<file path="src/rtl/disparo_aliado.sv">
// Player projectile controller: fire edge capture, per-frame upward flight,
// enemy hit test, growing-radius explosion and reload cooldown.
module disparo_aliado #(
  parameter int VELOCIDADE      = 8,
  parameter int RAIO            = 4,
  parameter int RAIO_MAX        = 12,
  parameter int RECARGA_QUADROS = 10,
  parameter int NAVE_LARGURA    = 45,
  parameter int INIMIGO_LARGURA = 33,
  parameter int INIMIGO_ALTURA  = 24
) (
  input  logic       VGA_CLK,
  input  logic       reset,
  input  logic       frame_tick,
  input  logic       ativo,
  input  logic       perdeu,
  input  logic       disparo,
  input  logic [9:0] x_nave,
  input  logic [9:0] y_nave,
  input  logic [9:0] x_inimigo,
  input  logic [9:0] y_inimigo,
  input  logic       inimigo_vivo,
  output logic [9:0] x_bola_aliada,
  output logic [9:0] y_bola_aliada,
  output logic [9:0] raio_bola_aliada,
  output logic       bola_ativa,
  output logic       acerto,
  output logic [1:0] estado
);

  typedef enum logic [1:0] {
    OCIOSO     = 2'd0,
    VOANDO     = 2'd1,
    EXPLODINDO = 2'd2,
    RECARGA    = 2'd3
  } estado_t;

  estado_t    state;
  logic       pending;
  logic       disparo_d;
  logic [7:0] cooldown;

  logic       fire_edge;
  logic       fora_tela;
  logic       hit;
  logic [9:0] y_novo;

  assign estado    = state;
  assign fire_edge = disparo & ~disparo_d;
  assign y_novo    = y_bola_aliada - 10'(VELOCIDADE);

  // Checked before the move, so y_novo cannot underflow when it is used.
  assign fora_tela = {1'b0, y_bola_aliada} < 11'(VELOCIDADE + RAIO);

  // Hitbox bounds widened to 11 bits so enemies near the right/bottom edge never wrap.
  assign hit = inimigo_vivo
             && ({1'b0, x_bola_aliada} >= {1'b0, x_inimigo})
             && ({1'b0, x_bola_aliada} <  ({1'b0, x_inimigo} + 11'(INIMIGO_LARGURA)))
             && ({1'b0, y_novo} >= {1'b0, y_inimigo})
             && ({1'b0, y_novo} <  ({1'b0, y_inimigo} + 11'(INIMIGO_ALTURA)));

  always_ff @(posedge VGA_CLK or posedge reset) begin
    if (reset) begin
      state            <= OCIOSO;
      pending          <= 1'b0;
      disparo_d        <= 1'b0;
      cooldown         <= 8'd0;
      x_bola_aliada    <= 10'd0;
      y_bola_aliada    <= 10'd0;
      raio_bola_aliada <= 10'd0;
      bola_ativa       <= 1'b0;
      acerto           <= 1'b0;
    end else begin
      disparo_d <= disparo;
      acerto    <= 1'b0;
      if (!ativo || perdeu) begin
        state            <= OCIOSO;
        pending          <= 1'b0;
        raio_bola_aliada <= 10'd0;
        bola_ativa       <= 1'b0;
      end else begin
        case (state)
          OCIOSO: begin
            if (frame_tick && (pending || fire_edge)) begin
              pending <= 1'b0;
              if ({1'b0, y_nave} < 11'(RAIO)) begin
                // Ship too close to the top to spawn: the shot is spent anyway.
                cooldown <= 8'(RECARGA_QUADROS);
                state    <= RECARGA;
              end else begin
                x_bola_aliada    <= x_nave + 10'(NAVE_LARGURA / 2);
                y_bola_aliada    <= y_nave - 10'(RAIO);
                raio_bola_aliada <= 10'(RAIO);
                bola_ativa       <= 1'b1;
                state            <= VOANDO;
              end
            end else if (fire_edge) begin
              pending <= 1'b1;
            end
          end
          VOANDO: begin
            if (frame_tick) begin
              if (fora_tela) begin
                raio_bola_aliada <= 10'd0;
                bola_ativa       <= 1'b0;
                cooldown         <= 8'(RECARGA_QUADROS);
                state            <= RECARGA;
              end else begin
                y_bola_aliada <= y_novo;
                if (hit) begin
                  acerto <= 1'b1;
                  state  <= EXPLODINDO;
                end
              end
            end
          end
          EXPLODINDO: begin
            if (frame_tick) begin
              if (raio_bola_aliada == 10'(RAIO_MAX)) begin
                raio_bola_aliada <= 10'd0;
                bola_ativa       <= 1'b0;
                cooldown         <= 8'(RECARGA_QUADROS);
                state            <= RECARGA;
              end else begin
                raio_bola_aliada <= raio_bola_aliada + 10'd1;
              end
            end
          end
          RECARGA: begin
            if (frame_tick) begin
              cooldown <= cooldown - 8'd1;
              if (cooldown <= 8'd1) state <= OCIOSO;
            end
          end
          default: state <= OCIOSO;
        endcase
      end
    end
  end

endmodule

</file>
<file path="config.mk">
export PLATFORM = sky130hd
export DESIGN_NAME = disparo_aliado
export DESIGN_NICKNAME = d
export VERILOG_FILES = /design/src/rtl/disparo_aliado.sv
export SDC_FILE = /design/constraint.sdc
export NUM_CORES = 1
export LEC_CHECK = 0
export CAP_MARGIN = 40
export CORE_AREA = 3 3 96 98
export DETAILED_ROUTE_END_ITERATION = 10
export DIE_AREA = 0 0 99 101
export PLACE_DENSITY = 0.71
export SETUP_SLACK_MARGIN = 0.05
export SKIP_LAST_GASP = 1
export SLEW_MARGIN = 0
export SYNTH_ARGS = -nofsm -noshare
export SYNTH_HDL_FRONTEND = slang
export SYNTH_SLANG_ARGS = --single-unit
export TNS_END_PERCENT = 20
</file>
<file path="constraint.sdc">
create_clock -name VGA_CLK -period 3.16 [get_ports VGA_CLK]
set_input_delay 0.948 -clock VGA_CLK [delete_from_list [all_inputs] [get_ports VGA_CLK]]
set_output_delay 0.948 -clock VGA_CLK [all_outputs]
set_load 0.03 [all_outputs]
</file>
; ---- Yosys cells after proc, flatten, opt, wreduce, memory -nomap -nowiden
; Cells that the tools add are included.
; Widths: inputs -> output; s select.
[totals]
romBits = 0
reg_bits = 44
n_memories = 0
latchBits = 0
in_bits = 47
output_inout_bits = 34
mem_bits_rw = 0
word_cells = 118
[op_classes]
mul = 0
n_mux = 49
bitwise_logic = 4
shifts = 0
div_mod_pow = 0
n_lt_le_gt_ge = 7
add_sub_neg = 7
n_eq_ne = 22
reduce_logical = 20
[op_table]
columns = operator, count
row1 = $mux 10, 11
row2 = $mux 8, 7
row3 = $pmux 8 s4, 1
row4 = $pmux 10 s3, 1
row5 = $ne 3x3->1 const B, 8
row6 = $lt 10x11->1, 2
row7 = $ge 10x10->1, 2
row8 = $mux 2, 10
row9 = $pmux 10 s2, 1
row10 = $ne 2x2->1 const B, 9
row11 = $mux 1, 16
row12 = $reduce_and 7->1, 2
row13 = $reduce_and 6->1, 2
row14 = $add 10x5->11 const B, 1
row15 = $add 10x6->11 const B, 1
row16 = $add 10x1->10 const B, 1
row17 = $add 10x5->10 const B, 1
row18 = $eq 10x4->1 const B, 1
row19 = $lt 10x3->1 const B, 1
row20 = $lt 10x4->1 const B, 1
row21 = $sub 10x3->10 const B, 1
row22 = $sub 10x4->10 const B, 1
row23 = $le 8x1->1 const B, 1
row24 = $pmux 2 s4, 1
row25 = other kinds (17), 26

; ---- Longest topological paths before layout
; Gate-level depths: netlist of the first run.
[depth]
ltp_word = 10
ltp_mapped = 13
depth_no_buf = 13

; ---- Worst setup path before layout of the first run
; No wires, ideal clock.
[synth_path]
kind = in2reg
from = input x_inimigo[0]
to = register state[0] (netlist: estado[0])
setup_slack_ns = -0.113
t_required_ns = 3.037
stages = 12
t_arrival_ns = 3.150
setup_ns = 0.123
path_cell_list = ha_1 nand3_1 o21a_1 nor3_1 xnor2_1 ha_1 nand2_1 a21oi_1 a2111oi_0 a21oi_1 or2_2 o221a_2
[synth_via]
elab_chain_cells = 7
word_cells_on_any_way = 9
cone_classes = add/sub: 1 / order compare: 2 / eq/ne: 1 / reduce/logical: 5
[synth_rtl]
columns = item, line
row1 = start: declaration, 20  ; input logic [9:0] x_inimigo,
row2 = $add 10x6->11 or $ge 10x10->1 (tied branches), "58, 57"
row3 = $lt 10x11->1 or $logic_and 1x1->1 (tied branches), "58, 57"
row4 = $logic_and 1x1->1 (*), 58  ; && ({1'b0, x_bola_aliada} < ({1'b0, x_inimigo} + 11'(INIMIGO_LARGURA)))
row5 = $logic_and 1x1->1 (*), 59  ; && ({1'b0, y_novo} >= {1'b0, y_inimigo})
row6 = $logic_and 1x1->1 (*), 60  ; && ({1'b0, y_novo} < ({1'b0, y_inimigo} + 11'(INIMIGO_ALTURA)));
row7 = $ne 4x4->1 (no line) (*), --
row8 = $reduce_and 7->1 (no line) (*), --
row9 = end signal: assignment, 64  ; state <= OCIOSO;
row10 = end signal: assignment, 77  ; state <= OCIOSO;
row11 = end signal: assignment, 89  ; state <= RECARGA;
row12 = end: declaration, 38  ; estado_t state;
; Every way passes the cells marked *; elsewhere a longest branch is shown, timed or not.
; A chain may end at the register's enable or synchronous reset.

; ---- Final worst setup path of the first run
[layout_path]
from = input x_inimigo[6]
to = register state[0] (netlist: estado[0])
; The elaborated chain is that of the path after synthesis.

==> results of run 1 <==
state kept, by name, summed over array words and instances (netlist names):
| name | count |
|---|---|
| acerto | 1 |
| bola_ativa | 1 |
| cooldown | 8 |
| disparo_d | 1 |
| estado | 2 |
| pending | 1 |
| raio_bola_aliada | 10 |
| x_bola_aliada | 10 |
| y_bola_aliada | 10 |
critical path: cells and delay by family:
kind | cells | cell delay (ns)
AO/OA/AOI/OAI | 4 | 0.72
buffers and inverters | 2 | 0.59
AND/OR/NAND/NOR | 3 | 0.56
adder cells (fa/ha/maj) | 1 | 0.36
XOR/XNOR | 1 | 0.10
worst max-delay path by stage:
stage / startpoint / to / cells after the start
global placement: x_inimigo[0] / estado[0] / 11
detailed placement: x_inimigo[0] / estado[0] / 11
global route: y_inimigo[7] / estado[0] / 11
CTS: y_inimigo[3] / estado[0] / 12
floorplan: x_inimigo[0] / estado[0] / 10
finish: x_inimigo[6] / estado[0] / 11
routing by layer:
metal / up-vias / track usage
met1: 1860 / 0.285
met4: 0 / 0.0326
met5: - / 0
met2: 69 / 0.381
met3: 8 / 0.0346
li1: 1883 / -
timing repair:
item,in CTS,in global routing
endpoints found under the setup margin,3,9
setup buffers,3,1
gates resized for setup,21,25
pin swaps,15,13
endpoints found under the hold margin,0,0
area by class of cell:
cell class | instances | share of cell area
clock buffer | 7 | 0.0178
multi-input combinational | 355 | 0.492
inverter | 47 | 0.0326
clock inverter | 1 | 0.00555
sequential | 44 | 0.204
timing repair buffer | 135 | 0.224
tap | 108 | 0.0250
where the power goes:
part           switching, mW  internal, mW  total, mW
clock network          0.199         0.279      0.479
logic                  0.704         0.602       1.31
registers              0.117         0.655      0.772
per-stage QoR:
| stage | hold WS [ns] | cell area, um2 | cells | util | setup slack (ns) |
|---|---|---|---|---|---|
| after floorplan | 0.452 | 3830 | 455 | - | 0.0529 |
| after global placement | 0.485 | 5110 | 685 | 0.597 | -0.505 |
| after detailed placement | 0.492 | 5110 | 685 | 0.597 | -0.576 |
| after CTS | 0.505 | 5320 | 696 | 0.622 | 0.0515 |
| after global routing | 0.534 | 5410 | 697 | 0.633 | 0.0128 |
| final | 0.498 | 5410 | 697 | 0.633 | 0.0653 |
cell usage after synthesis, types with 4 or more instances:
| master | n | area [um2] |
|---|---|---|
| nand2b_1 | 4 | 25.0 |
| nand2_1 | 52 | 195 |
| xor2_1 | 9 | 78.8 |
| nand4_1 | 5 | 31.3 |
| a31oi_1 | 4 | 25.0 |
| a211oi_1 | 7 | 52.6 |
| o2111ai_1 | 4 | 35.0 |
| o21ai_0 | 39 | 195 |
| or4_1 | 5 | 37.5 |
| dfrtp_1 | 44 | 1100 |
| nor2_1 | 30 | 113 |
| ha_1 | 51 | 638 |
| inv_1 | 47 | 176 |
| xnor2_1 | 21 | 184 |
| clkbuf_1 | 8 | 30.0 |
| o211ai_1 | 4 | 30.0 |
| nand3_1 | 22 | 110 |
| nor4_1 | 5 | 31.3 |
| nor2b_1 | 4 | 25.0 |
| mux2i_1 | 7 | 70.1 |
| o31ai_1 | 4 | 30.0 |
| a21oi_1 | 17 | 85.1 |
| mux2_2 | 4 | 45.0 |
| nor3_1 | 12 | 60.1 |
| o21ai_1 | 5 | 25.0 |
| and3_1 | 4 | 25.0 |
cell families after synthesis:
kind of cell    count (synthesis)  share of synthesized area
simple gates                  156                      0.199
compound gates                107                      0.189
fa+ha+maj                      51                      0.168
flops                          44                      0.289
mux                            11                     0.0302
buf+inv                        56                     0.0562
xor+xnor                       30                     0.0690
==> impl_metrics.env, run 1 <==
export IMPL_wl_um=10500
export IMPL_clock_root_buffer="clkbuf_8"
export IMPL_dr_wl_met3_um=365
export IMPL_topRoutingLayerUsed="met4"
export IMPL_synth_yosys_seq_area_share=0.289
export IMPL_cpMaxStageDelayCell="clkdlybuf4s50_1"
export IMPL_floorplan_core_area_mm2=0.00855
export IMPL_postSynthCellCount=455
export IMPL_synth_unique_cells=54
export IMPL_hold_class="register to register"
export IMPL_holdBufCountCts=0
export IMPL_cts_root_to_sink_buffers=2
export IMPL_clock_tree_from_tritoncts="done"
export IMPL_run_status="completed"
export IMPL_cap_violations=0
export IMPL_hold_path_startpoint="cooldown[7]"
export IMPL_syn_to_final_growth_pct=42.1
export IMPL_setup_worst_path_class="input pin to register"
export IMPL_placement_rows=34
export IMPL_peakVddDrop_mv=0.236
export IMPL_met2_length_um=5300
export IMPL_ys_flop_type="dfrtp_1"
export IMPL_synthArstFlopShare=1.00
export IMPL_multiInputGateArea_mm2=0.00266
export IMPL_ant_nets=0
export IMPL_worstPathMaxFanout=3
export IMPL_h_tree_depth=2
export IMPL_cts_reportedPaths_clkPinSlew_ns=0.08
export IMPL_hold_path_end="cooldown[7]"
export IMPL_leading_cell_type_in_the_layout_fill_and_taps_excluded="clkdlybuf4s50_1"
export IMPL_worstSetupStartpointType="input pin"
export IMPL_numClockSinks=44
export IMPL_setup_viol=0
export IMPL_final_hold_violation_count=0
export IMPL_worstMarginPinSlew_ns=0.653
export IMPL_fin_total_pwr_mw=2.56
export IMPL_grt_antenna_before_repair=0
export IMPL_syn_avg_cell_area_um2=8.37
export IMPL_grt_usage=0.216
export IMPL_placement_io_buffers=80
export IMPL_nFillCells=728
export IMPL_first_iter_violations=141
export IMPL_gp_congestion=0.922
export IMPL_register_area_mm2=0.00110
export IMPL_dieHeight_um=101
export IMPL_timing_reg2reg_worst_path_depth=10
export IMPL_power_density_mw_per_mm2=473
export IMPL_setup_repair_after_global_routing_missed_its_margin="yes"
export IMPL_gr_total_overflow=0
export IMPL_drcViolationCount=0
export IMPL_via_count=3820
export IMPL_p_leak_nw=2.48
export IMPL_number_of_synthesized_flops_with_an_enable_pin=0
export IMPL_start_util=0.445
export IMPL_drive_above_1_share=0.183
export IMPL_grt_first_pass_wirelength_um=18000
export IMPL_timing_final_max_slew_violations=0
export IMPL_synth_warnings=0
export IMPL_layout_min_cycle_time_ns=3.09
export IMPL_via_per_inst=5.48
export IMPL_crit_path_cell_trace="clkdlybuf4s50_1 -> inv_2 -> nor3_4 -> xnor2_1 -> ha_1 -> nand2_2 -> a21oi_2 -> a2111oi_4 -> a21oi_2 -> or2_4 -> o221a_2"
export IMPL_post_route_period_util=0.979
export IMPL_wire_per_inst_um=15.0
export IMPL_worstSetupEndpointType="register"
export IMPL_final_cell_mix="clkdlybuf4s50_1 (71), buf_4 (55), nand2_1 (51)"
export IMPL_worst_path_largest_cell_delay_ns=0.51
export IMPL_timing_slew_headroom=0.561
export IMPL_worstReg2RegStart="y_bola_aliada[8]"
export IMPL_io_pin_count=81
export IMPL_dieWidth_um=99
export IMPL_timing_critical_path_arrival_ns=3.28
export IMPL_die_area_mm2=0.0100
export IMPL_drt_first_pass_iters=4
export IMPL_regToRegSetupSlack_ns=0.31
export IMPL_placed_wire_length_estimate_after_detailed_placement_um=8120
export IMPL_timing_setup_tns_ns=0
export IMPL_grt_start_max_net_pins=45
export IMPL_wirelength_met1_um=4710
export IMPL_post_synth_instance_area_mm2=0.00381
export IMPL_cpMostUsedCell="a21oi_2"
export IMPL_fin_nets=686
export IMPL_synth_ff_latch_count=44
export IMPL_worst_skew_pair_late_latency_ns=0.30
export IMPL_finalClockSkew_ns=0.0132
export IMPL_fmaxAchievable_ghz=0.323
export IMPL_tritoncts_buffer_count=5
export IMPL_first_global_vias=3825
export IMPL_synth_nets=553
export IMPL_antenna_diode_count=0
export IMPL_rr_endpoint="estado[0]"
export IMPL_hold_path_cell_count=1
export IMPL_worst_ep_required_time_ns=3.34
Power figures use the tool's default switching activity.
==> run 2, diff against run 1 <==
--- a/config.mk
+++ b/config.mk
@@ -5,13 +5,12 @@
 export SDC_FILE = /design/constraint.sdc
 export NUM_CORES = 1
 export LEC_CHECK = 0
-export CAP_MARGIN = 40
+export CAP_MARGIN = 20
 export CORE_AREA = 3 3 96 98
 export DETAILED_ROUTE_END_ITERATION = 10
 export DIE_AREA = 0 0 99 101
 export PLACE_DENSITY = 0.71
 export SETUP_SLACK_MARGIN = 0.05
-export SKIP_LAST_GASP = 1
 export SLEW_MARGIN = 0
 export SYNTH_ARGS = -nofsm -noshare
 export SYNTH_HDL_FRONTEND = slang
==> run 2 against run 1 <==
Cell count unchanged. Core utilization up 0.23 points. First-iteration DRC count up 27%. Register-to-register slack about the same. Clock skew about the same. Sequential power about the same. Combinational power about the same. Via count up 0.24%. Worst setup slack better by 0.039 ns. Highest routed layer unchanged. Clock power about the same. Final area up 0.37%.
==> impl_metrics.env, run 2 (same netlist as run 1, synthesis figures left out) <==
export IMPL_gp_congestion=0.922
export IMPL_cts_reportedPaths_clkPinSlew_ns=0.08
export IMPL_floorplan_core_area_mm2=0.00855
export IMPL_cellInternalPower_mw=1.54
export IMPL_wire_per_inst_um=15.2
export IMPL_timing_slew_headroom=0.555
export IMPL_crit_path_cell_trace="buf_2 -> ha_4 -> nand3_2 -> o21a_4 -> nor3_4 -> xnor2_1 -> ha_1 -> nand2_2 -> a21oi_2 -> a2111oi_4 -> a21oi_2 -> or2_4 -> o221a_2"
export IMPL_worstReg2RegStart="y_bola_aliada[8]"
export IMPL_regs_by_ff_count="raio_bola_aliada: 10 flops, x_bola_aliada: 10 flops, y_bola_aliada: 10 flops"
export IMPL_die_area_mm2=0.0100
export IMPL_worst_skew_pair_late_latency_ns=0.30
export IMPL_worst_path_largest_cell_delay_ns=0.36
export IMPL_syn_to_final_growth_pct=42.6
export IMPL_finalNonFillerCells=697
export IMPL_regToRegSetupSlack_ns=0.30
export IMPL_finalClockSkew_ns=0.0129
export IMPL_io_pin_count=81
export IMPL_grt_start_max_net_pins=45
export IMPL_timing_final_max_slew_violations=0
export IMPL_final_cell_mix="clkdlybuf4s50_1 (68), buf_4 (55), nand2_1 (51)"
export IMPL_gr_total_overflow=0
export IMPL_worstSetupStartpointType="input pin"
export IMPL_rr_endpoint="estado[0]"
export IMPL_via_count=3829
export IMPL_cpMostUsedCell="a21oi_2"
export IMPL_clock_root_buffer="clkbuf_8"
export IMPL_grt_first_pass_wirelength_um=18000
export IMPL_p_leak_nw=2.51
export IMPL_place_detailed_instances=685
export IMPL_pwr_share_comb=0.511
export IMPL_peakVddDrop_mv=0.236
export IMPL_critical_path_top_delay_family="compound AO/OA/AOI/OAI gates"
export IMPL_power_density_mw_per_mm2=471
export IMPL_via_per_inst=5.49
export IMPL_cts_root_to_sink_buffers=2
export IMPL_hold_class="register to register"
export IMPL_drt_first_pass_iters=4
export IMPL_setup_viol=0
export IMPL_layout_min_cycle_time_ns=3.06
export IMPL_numClockSinks=44
export IMPL_placement_rows=34
export IMPL_worst_ep_required_time_ns=3.35
export IMPL_sw_frac=0.400
export IMPL_setup_worst_path_class="input pin to register"
export IMPL_h_tree_depth=2
export IMPL_placed_wire_length_estimate_after_detailed_placement_um=8120
export IMPL_run_status="completed"
export IMPL_dieWidth_um=99
export IMPL_leading_cell_type_in_the_layout_fill_and_taps_excluded="clkdlybuf4s50_1"
export IMPL_first_global_vias=3825
export IMPL_final_hold_violation_count=0
export IMPL_holdBufCountCts=0
export IMPL_hold_path_startpoint="cooldown[7]"
export IMPL_worstSetupEndpointType="register"
export IMPL_worstMarginPinSlew_ns=0.661
export IMPL_ant_nets=0
export IMPL_grt_antenna_before_repair=0
export IMPL_post_route_period_util=0.967
export IMPL_clock_tree_from_tritoncts="done"
export IMPL_cpMaxStageDelayCell="ha_1"
export IMPL_drcViolationCount=0
export IMPL_worstPathMaxFanout=3
export IMPL_power_clock_fraction=0.188
export IMPL_cp_num_buf_inv=1
export IMPL_tritoncts_buffer_count=5
export IMPL_hold_path_cell_count=1
export IMPL_setup_repair_after_global_routing_missed_its_margin="yes"
export IMPL_placement_io_buffers=80
export IMPL_switching_power_mw=1.02
export IMPL_setup_ws_pre_cts_ns=-0.576
export IMPL_wl_um=10600
export IMPL_dieHeight_um=101
export IMPL_start_util=0.445
export IMPL_first_iter_violations=179
export IMPL_drive_above_1_share=0.187
export IMPL_power_share_sequential=0.302
export IMPL_antenna_diode_count=0
export IMPL_timing_reg2reg_worst_path_depth=10
export IMPL_fin_nets=686
export IMPL_grt_usage=0.216
export IMPL_cap_violations=0
export IMPL_fin_ws_ns=0.105
export IMPL_final_core_utilization=0.635
export IMPL_timing_critical_path_arrival_ns=3.24
export IMPL_hold_path_end="cooldown[7]"
export IMPL_fmaxAchievable_ghz=0.327
run 2: worst max-delay path by stage:
stage,startpoint,endpoint,slack (ns),cells past startpoint
2_1_floorplan,x_inimigo[0],estado[0],0.05,10
3_3_place_gp,x_inimigo[0],estado[0],-0.50,11
3_5_place_dp,x_inimigo[0],estado[0],-0.58,11
4_1_cts,y_inimigo[3],estado[0],0.05,12
5_1_grt,x_inimigo[0],estado[0],0.02,13
6_report,x_inimigo[0],estado[0],0.10,13
run 2: final cells by class:
cell class,count,area (um2)
multi-input cells,355,2670
flip-flops and latches,44,1100
repair buffers,135,1220
clock inverters,1,30.0
fillers,724,3120
clock buffers,7,96.3
inverters,47,176
well taps,108,135
run 2: routing by layer:
| layer | wire [um] | GRT usage | up-vias |
|---|---|---|---|
| li1 | - | - | 1882 |
| met1 | 4730 | 0.285 | 1866 |
| met2 | 5350 | 0.381 | 73 |
| met3 | 379 | 0.0346 | 8 |
| met4 | 108 | 0.0326 | 0 |
| met5 | 0 | 0 | - |
run 2: worst register-to-register path: stages, from the launching register on:
cell	delay (ns)
dfrtp_1	0.41
nor4_1	0.39
buf_4	0.19
nand2_1	0.06
xnor2_1	0.32
ha_1	0.31
o22ai_1	0.26
o2bb2ai_4	0.16
o221ai_2	0.12
or2_4	0.25
o221a_2	0.28
run 2: repair_timing:
| action | CTS | global route |
|---|---|---|
| setup buffers | 3 | 1 |
| setup endpoints to repair | 3 | 9 |
| pin swaps | 15 | 13 |
| gates resized for setup | 21 | 32 |
run 2: power by group through the flow:
stage,combinational [mW],clock [mW],sequential (mW)
6_report,1.31,0.481,0.771
3_5_place_dp,1.21,0,0.779
4_1_cts,1.27,0.493,0.768
3_3_place_gp,1.17,0,0.776
5_1_grt,1.45,0.521,0.787
2_1_floorplan,0.585,0,0.910
run 2: stage by stage:
step | power (mW) | setup TNS (ns) | cell area [um2] | hold slack (ns)
2_1_floorplan | 1.49 | 0 | 3830 | 0.452
3_3_place_gp | 1.95 | -2.29 | 5110 | 0.485
3_5_place_dp | 1.99 | -3.95 | 5110 | 0.492
4_1_cts | 2.53 | 0 | 5320 | 0.505
5_1_grt | 2.76 | 0 | 5430 | 0.534
6_report | 2.56 | 0 | 5430 | 0.498
